### src/rtl/alu_dispatch.sv
// Registered instruction dispatcher: classifies one instruction into R/I/S/B/U/J/M/A/F,
// issues it to the selected unit, waits for completion (with timeout) and emits one writeback beat.
// Build option: ALU_DISPATCH_F_EXT_EN enables the F class and the rs3 operand.
module alu_dispatch #(
    parameter int unsigned XLEN    = 32,
    parameter int unsigned AW      = 5,
    parameter int unsigned TIMEOUT = 15
) (
    input  logic                iCLK,
    input  logic                iRST,
    input  logic                iIR_VALID,
    output logic                oIR_READY,
    input  logic [31:0]         iIR,
    output logic [AW-1:0]       oRS1,
    output logic [AW-1:0]       oRS2,
    output logic [AW-1:0]       oRS3,
    input  logic [XLEN-1:0]     iRS1_DATA,
    input  logic [XLEN-1:0]     iRS2_DATA,
    input  logic [XLEN-1:0]     iRS3_DATA,
    output logic [8:0]          oUNIT_VALID,
    output logic [31:0]         oUNIT_IR,
    output logic [XLEN-1:0]     oUNIT_IN1,
    output logic [XLEN-1:0]     oUNIT_IN2,
    output logic [XLEN-1:0]     oUNIT_IN3,
    input  logic [8:0]          iUNIT_DONE,
    input  logic [9*XLEN-1:0]   iUNIT_OUT,
    output logic                oWB_VALID,
    output logic                oWB_EN,
    output logic [AW-1:0]       oWB_RD,
    output logic [XLEN-1:0]     oWB_DATA,
    output logic                oERR
);

    localparam int unsigned CW = $clog2(TIMEOUT + 1);

    localparam logic [1:0] S_IDLE     = 2'd0;
    localparam logic [1:0] S_DISPATCH = 2'd1;
    localparam logic [1:0] S_WAIT     = 2'd2;
    localparam logic [1:0] S_WB       = 2'd3;

    localparam logic [8:0] CLS_R = 9'h001;
    localparam logic [8:0] CLS_I = 9'h002;
    localparam logic [8:0] CLS_S = 9'h004;
    localparam logic [8:0] CLS_B = 9'h008;
    localparam logic [8:0] CLS_U = 9'h010;
    localparam logic [8:0] CLS_J = 9'h020;
    localparam logic [8:0] CLS_M = 9'h040;
    localparam logic [8:0] CLS_A = 9'h080;
`ifdef ALU_DISPATCH_F_EXT_EN
    localparam logic [8:0] CLS_F    = 9'h100;
    localparam logic [8:0] CLS_MASK = 9'h1FF;
`else
    localparam logic [8:0] CLS_MASK = 9'h0FF;
`endif

    logic [1:0]      state_q, state_d;
    logic [CW-1:0]   cnt_q, cnt_d;
    logic [8:0]      cls_q, cls_d;
    logic [AW-1:0]   rd_q, rd_d;
    logic [31:0]     ir_q, ir_d;
    logic [XLEN-1:0] in1_q, in1_d, in2_q, in2_d, in3_q, in3_d;
    logic            ready_q, ready_d;
    logic [8:0]      unit_valid_q, unit_valid_d;
    logic            wb_valid_q, wb_valid_d;
    logic            wb_en_q, wb_en_d;
    logic [XLEN-1:0] wb_data_q, wb_data_d;
    logic            err_q, err_d;

    logic [8:0]      cls_c;
    logic            rd_zero_c, rs1_zero_c, rs2_zero_c, rs3_use_c;
    logic [AW-1:0]   rd_c;
    logic            done_c;
    logic [XLEN-1:0] unit_res_c;

    // Opcode classification and which register fields the class actually uses
    always_comb begin
        cls_c      = '0;
        rd_zero_c  = 1'b0;
        rs1_zero_c = 1'b0;
        rs2_zero_c = 1'b0;
        rs3_use_c  = 1'b0;
        case (iIR[6:0])
            7'b0110011: cls_c = (iIR[31:25] == 7'b0000001) ? CLS_M : CLS_R;
            7'b0010011, 7'b0000011, 7'b1100111: begin
                cls_c      = CLS_I;
                rs2_zero_c = 1'b1;
            end
            7'b0100011: begin
                cls_c     = CLS_S;
                rd_zero_c = 1'b1;
            end
            7'b1100011: begin
                cls_c     = CLS_B;
                rd_zero_c = 1'b1;
            end
            7'b0110111, 7'b0010111: begin
                cls_c      = CLS_U;
                rs1_zero_c = 1'b1;
                rs2_zero_c = 1'b1;
            end
            7'b1101111: begin
                cls_c      = CLS_J;
                rs1_zero_c = 1'b1;
                rs2_zero_c = 1'b1;
            end
            7'b0101111: cls_c = CLS_A;
`ifdef ALU_DISPATCH_F_EXT_EN
            7'b0000111, 7'b1010011: cls_c = CLS_F;
            7'b0100111: begin
                cls_c     = CLS_F;
                rd_zero_c = 1'b1;
            end
            7'b1000011, 7'b1000111, 7'b1001011, 7'b1001111: begin
                cls_c     = CLS_F;
                rs3_use_c = 1'b1;
            end
`endif
            default: cls_c = '0;
        endcase
    end

    assign rd_c = rd_zero_c  ? '0 : AW'(iIR[11:7]);
    assign oRS1 = rs1_zero_c ? '0 : AW'(iIR[19:15]);
    assign oRS2 = rs2_zero_c ? '0 : AW'(iIR[24:20]);
    assign oRS3 = rs3_use_c  ? AW'(iIR[31:27]) : '0;

    // Completion and result of the selected unit only
    always_comb begin
        unit_res_c = '0;
        for (int k = 0; k < 9; k++) begin
            if (cls_q[k]) unit_res_c = unit_res_c | iUNIT_OUT[k*XLEN +: XLEN];
        end
    end
    assign done_c = |(iUNIT_DONE & cls_q & CLS_MASK);

    always_comb begin
        state_d      = state_q;
        cnt_d        = cnt_q;
        cls_d        = cls_q;
        rd_d         = rd_q;
        ir_d         = ir_q;
        in1_d        = in1_q;
        in2_d        = in2_q;
        in3_d        = in3_q;
        ready_d      = ready_q;
        unit_valid_d = '0;
        wb_valid_d   = 1'b0;
        wb_en_d      = 1'b0;
        wb_data_d    = wb_data_q;
        err_d        = 1'b0;
        case (state_q)
            S_IDLE: begin
                if (iIR_VALID) begin
                    cls_d     = cls_c & CLS_MASK;
                    rd_d      = rd_c;
                    ir_d      = iIR;
                    in1_d     = (oRS1 != '0) ? iRS1_DATA : '0;
                    in2_d     = (oRS2 != '0) ? iRS2_DATA : '0;
                    in3_d     = (oRS3 != '0) ? iRS3_DATA : '0;
                    cnt_d     = '0;
                    wb_data_d = '0;
                    ready_d   = 1'b0;
                    if ((cls_c & CLS_MASK) != '0) begin
                        state_d      = S_DISPATCH;
                        unit_valid_d = cls_c & CLS_MASK;
                    end else begin
                        state_d    = S_WB;
                        wb_valid_d = 1'b1;
                        err_d      = 1'b1;
                    end
                end
            end
            S_DISPATCH, S_WAIT: begin
                cnt_d = cnt_q + CW'(1);
                // Done has priority over a coincident timeout
                if (done_c) begin
                    state_d    = S_WB;
                    wb_valid_d = 1'b1;
                    wb_en_d    = (rd_q != '0);
                    wb_data_d  = unit_res_c;
                end else if (state_q == S_WAIT && cnt_q == CW'(TIMEOUT)) begin
                    state_d    = S_WB;
                    wb_valid_d = 1'b1;
                    wb_data_d  = '0;
                    err_d      = 1'b1;
                end else begin
                    state_d = S_WAIT;
                end
            end
            default: begin
                state_d = S_IDLE;
                ready_d = 1'b1;
            end
        endcase
    end

    always_ff @(posedge iCLK) begin
        if (iRST) begin
            state_q      <= S_IDLE;
            cnt_q        <= '0;
            cls_q        <= '0;
            rd_q         <= '0;
            ir_q         <= '0;
            in1_q        <= '0;
            in2_q        <= '0;
            in3_q        <= '0;
            ready_q      <= 1'b1;
            unit_valid_q <= '0;
            wb_valid_q   <= 1'b0;
            wb_en_q      <= 1'b0;
            wb_data_q    <= '0;
            err_q        <= 1'b0;
        end else begin
            state_q      <= state_d;
            cnt_q        <= cnt_d;
            cls_q        <= cls_d;
            rd_q         <= rd_d;
            ir_q         <= ir_d;
            in1_q        <= in1_d;
            in2_q        <= in2_d;
            in3_q        <= in3_d;
            ready_q      <= ready_d;
            unit_valid_q <= unit_valid_d;
            wb_valid_q   <= wb_valid_d;
            wb_en_q      <= wb_en_d;
            wb_data_q    <= wb_data_d;
            err_q        <= err_d;
        end
    end

    assign oIR_READY   = ready_q;
    assign oUNIT_VALID = unit_valid_q;
    assign oUNIT_IR    = ir_q;
    assign oUNIT_IN1   = in1_q;
    assign oUNIT_IN2   = in2_q;
    assign oUNIT_IN3   = in3_q;
    assign oWB_VALID   = wb_valid_q;
    assign oWB_EN      = wb_en_q;
    assign oWB_RD      = rd_q;
    assign oWB_DATA    = wb_data_q;
    assign oERR        = err_q;

endmodule

### config.mk
export PLATFORM = sky130hd
export DESIGN_NAME = alu_dispatch
export DESIGN_NICKNAME = d
export VERILOG_FILES = /design/src/rtl/alu_dispatch.sv
export SDC_FILE = /design/constraint.sdc
export NUM_CORES = 1
export LEC_CHECK = 0
export CAP_MARGIN = 20
export CORE_AREA = 8 8 239 241
export CTS_CLUSTER_DIAMETER = 50
export CTS_CLUSTER_SIZE = 25
export DETAILED_ROUTE_END_ITERATION = 12
export DIE_AREA = 0 0 247 249
export SLEW_MARGIN = 20
export SYNTH_ARGS = -nofsm -noshare
export SYNTH_HDL_FRONTEND = slang
export SYNTH_SLANG_ARGS = --single-unit
### constraint.sdc
create_clock -name iCLK -period 6.4 [get_ports iCLK]
set_input_delay 1.92 -clock iCLK [delete_from_list [all_inputs] [get_ports iCLK]]
set_output_delay 1.92 -clock iCLK [all_outputs]
set_load 0.05 [all_outputs]
==> results summary <==
For this design the static power due to leakage is ~4.8 nW. The dominant synthesized flop cell is dfxtp_1. The area taken by flip-flops and latches is 3192 sq um. The number of standard cells after synthesis came out at 774. The cell area after placement came out at around 13000 sq um. The slew at the pin closest to its max-slew limit came out at 0.8206 ns.

The first global-routing pass estimated 63030 um of wire. The post-synthesis register bit count is 159. Sorting the synthesized cells by area gives the leading types as dfxtp_1 45%, a22oi_1 14%, a22o_1 12%, nand2_1 4.5%, buf_4 4.3%. The sum of negative setup slack came out at 0 ns. The HPWL after detailed placement is 36390 um. Counting flops with a built-in enable in the synthesized netlist gives 0.

The final critical path time including I/O delays and setup came out at roughly 5.8 ns. The mean area per synthesized cell came out at slightly above 9 sq um. The termination of the worst setup path is oRS2[1]. The area growth from synthesis to layout is 88.81%. For this run, the number of Yosys warnings is 0. The worst setup path is captured at an output port.

The setup violation total in the final timing report came out at 0. Of the total power, the share spent switching nets is 0.3796. The highest clock rate is 0.1738 GHz. The largest net degree at the start of global routing is 53. The sequential area share after synthesis came out at 0.4461. The count of vias placed by the detailed router is 8344. In this run, the number of DRC markers left after iteration 0 of detailed routing was 376. The die is 249 um tall. The remaining design rule violation count came out at 0. In this run the worst hold path is classified as register to register. Data on the critical path is required at its endpoint by 4.48 ns. The multi-input combinational cells in the finished layout cover a total of between 3000 and 4000 sq um. The path depth of the worst reg2reg path is 7.

The worst supply voltage drop on vdd came out at 0.2030 mV. The hold-fix buffer count after cts is 0. The share of cells above drive strength 1 is 0.06240.

Dividing the detail-routed wire length by the instance count gives 23.02 um. The number of input and output port buffers inserted is 517. The width of the die is 247 um. The worst setup path is of the input port to output port kind. The post-CTS clock slew at the launch and capture registers of the worst setup and hold paths came out at around 0.07 ns. The H-tree depth came out at 4. Counting the fill cells in the layout gives 5673. The final hold violation count came out at 0. The relative slew slack came out at 0.4529. In this run the critical register-to-register path is launched from state_q[0]. Data arrives at the worst endpoint at approximately 3.8 ns. Across all register-to-register paths, the minimum setup slack is approximately 4.2 ns. The part of the power in registers is 0.338. In this run the clock root is driven by a clkbuf_16. The total power divided by cell area came out at roughly 250 nW/um^2. The number of top-level pins is around 620. The clock tree skew after final layout is 0.01512 ns.

The number of clock sinks is ~160. The launching element type of the critical path is an input port. For this design, the slowest cell found on the critical path is or4_1. The core area came out at 53280 sq um. The flow ran to the end, and the final reports show no timing, DRC or antenna violations. The total global routing overflow is 0. The final cycle utilization of the critical path came out at 0.8991.

Counting flops with an async set or reset pin after synthesis yields a share of 0. The number of CTS-inserted buffers is 17. The total setup buffers inserted after CTS is 0. The cell taking the most area after synthesis is dfxtp_1. Setup repair after global routing left no endpoint under its margin. The via count of the first global-routing pass is 8678. Of the total power, the clock network draws 0.323.

The net count of the finished layout came out at 1685. The share of power burned in combinational logic is 0.339. The internal power of the cells is 0.002090 W. The worst flop-to-flop path endpoint is oUNIT_IN2[15]. The synthesized netlist occupies a cell area of 7136 sq um.

The critical path launch point is iIR[2]. The initialized floorplan defines 85 standard-cell rows. The signal on the critical path passes through clkdlybuf4s50_1 -> or4_1 -> a21oi_2 -> nor2_1 -> and2_1 -> buf_4. The final antenna-violating net count is 0.

The netlist uses 47 different library cells. The count of max-cap constraint violations is 0. After detailed routing, the number of vias per cell comes to 4.240. The number of search-and-repair iterations in the first detailed-routing pass came out at 5.

The placer's final routability congestion estimate is 0.9018. The power spent charging and discharging nets is 0.001279 W. The clock passes through at most 2 buffers. The starting density of the core came out at 0.1339. The number of slew-limit violations in the final report is 0.

After detailed routing, the total wire length is 45290 um. For this run, the total global-route usage over all layers was measured as 0.1409. Among all cell types in the netlist, the one instantiated most often is dfxtp_1. Of all nets on the critical path, the largest fanout is 10.

The finished cells cover 13470 sq um. The latest clock arrival within the worst-skew pair is roughly 0.48 ns. The worst stage delay on the critical path is 0.60 ns. The die footprint is 61500 sq um. The TritonCTS clock tree is built. The number of antenna violations at the first check in global routing is 15. Counting instances in the post-synthesis netlist gives the leading cell types as 159 x dfxtp_1, 133 x a22oi_1, 96 x a22o_1. The number of instances resized during post-cts repair came out at 0. The share of synthesized area in the top cell type comes to 0.4461.
flip-flops by register name, summed over array words and instances, names as in the netlist:
signal,count
cls_q,8
cnt_q,4
oERR,1
oIR_READY,1
oUNIT_IN1,32
oUNIT_IN2,32
oUNIT_IR,32
oUNIT_VALID,8
oWB_DATA,32
oWB_EN,1
oWB_RD,5
oWB_VALID,1
state_q,2
area by class of cell:
type	count	area share
repair buffers	534	0.3913
multi-input cells	534	0.2582
flip-flops and latches	159	0.2369
well taps	696	0.06464
clock buffers	17	0.03158
clock inverters	15	0.01430
inverters	7	0.001950
diodes	6	0.001114
worst min-delay path by stage:
stage / startpoint / endpoint / slack, ns / cells after the start
3_3_place_gp: oUNIT_IR[0] / oUNIT_IR[0] / 0.44 / 2
6_report: oUNIT_IR[1] / oUNIT_IR[1] / 0.46 / 2
4_1_cts: oUNIT_IR[15] / oUNIT_IR[15] / 0.46 / 2
2_1_floorplan: cnt_q[2] / cnt_q[2] / 0.46 / 2
3_5_place_dp: oUNIT_IR[25] / oUNIT_IR[25] / 0.45 / 2
5_1_grt: oUNIT_IR[19] / oUNIT_IR[19] / 0.48 / 2
per-stage QoR:
| stage | total power (W) | worst slack (ns) | hold WS [ns] | utilization | instances |
|---|---|---|---|---|---|
| 2_1_floorplan | 0.001789 | 1.265 | 0.4609 | - | 811 |
| 4_1_cts | 0.003446 | 0.6476 | 0.4575 | 0.2526 | 1962 |
| 3_3_place_gp | 0.002303 | 0.6784 | 0.4412 | 0.2410 | 1930 |
| 6_report | 0.003369 | 0.6457 | 0.4560 | 0.2529 | 1968 |
| 3_5_place_dp | 0.002308 | 0.6734 | 0.4489 | 0.2410 | 1930 |
| 5_1_grt | 0.003541 | 0.5324 | 0.4789 | 0.2528 | 1967 |
critical path: cells and delay by family:
| kind | cells | cell delay (ns) |
|---|---|---|
| buffers and inverters | 2 | 0.75 |
| AO/OA/AOI/OAI | 1 | 0.24 |
| AND/OR/NAND/NOR | 3 | 0.91 |
kinds of logic (layout without fill, tap and decap cells):
logic type	Yosys count	in the layout	synth area share
AOI/OAI and AO/OA	295	295	0.3139
and+or+nand+nor	197	197	0.1429
DFF	159	159	0.4461
buffers and inverters	118	573	0.08960
adders and majority gates	4	4	0.007014
other	1	44	0.0005255
placed cells by master (no fill, tap or decap), types with 7 or more instances in the layout:
cell type / count
a21oi_1: 47
a22o_1: 96
a22oi_1: 133
and2_1: 11
buf_4: 27
clkbuf_16: 17
clkdlybuf4s50_1: 506
conb_1: 38
dfxtp_1: 152
dfxtp_2: 7
inv_1: 7
nand2_1: 85
nand3_1: 11
nand4_1: 34
nor2_1: 17
routing by layer:
metal | share of wire | global-route usage | wire, um
met1 | 0.37 | 0.1505 | 16770
met2 | 0.48 | 0.2364 | 21950
met3 | 0.11 | 0.06003 | 4884
met4 | 0.036 | 0.06764 | 1633
met5 | 0.0011 | 0 | 49
power by group through the flow:
stage	clock network (W)	logic [W]	registers [W]
final	0.00109	0.00114	0.00114
after global routing	0.00119	0.00120	0.00115
after CTS	0.00115	0.00115	0.00114
after detailed placement	0	0.00115	0.00116
after global placement	0	0.00115	0.00115
after floorplan	0	0.000339	0.00145
Power figures use the tool's default switching activity.
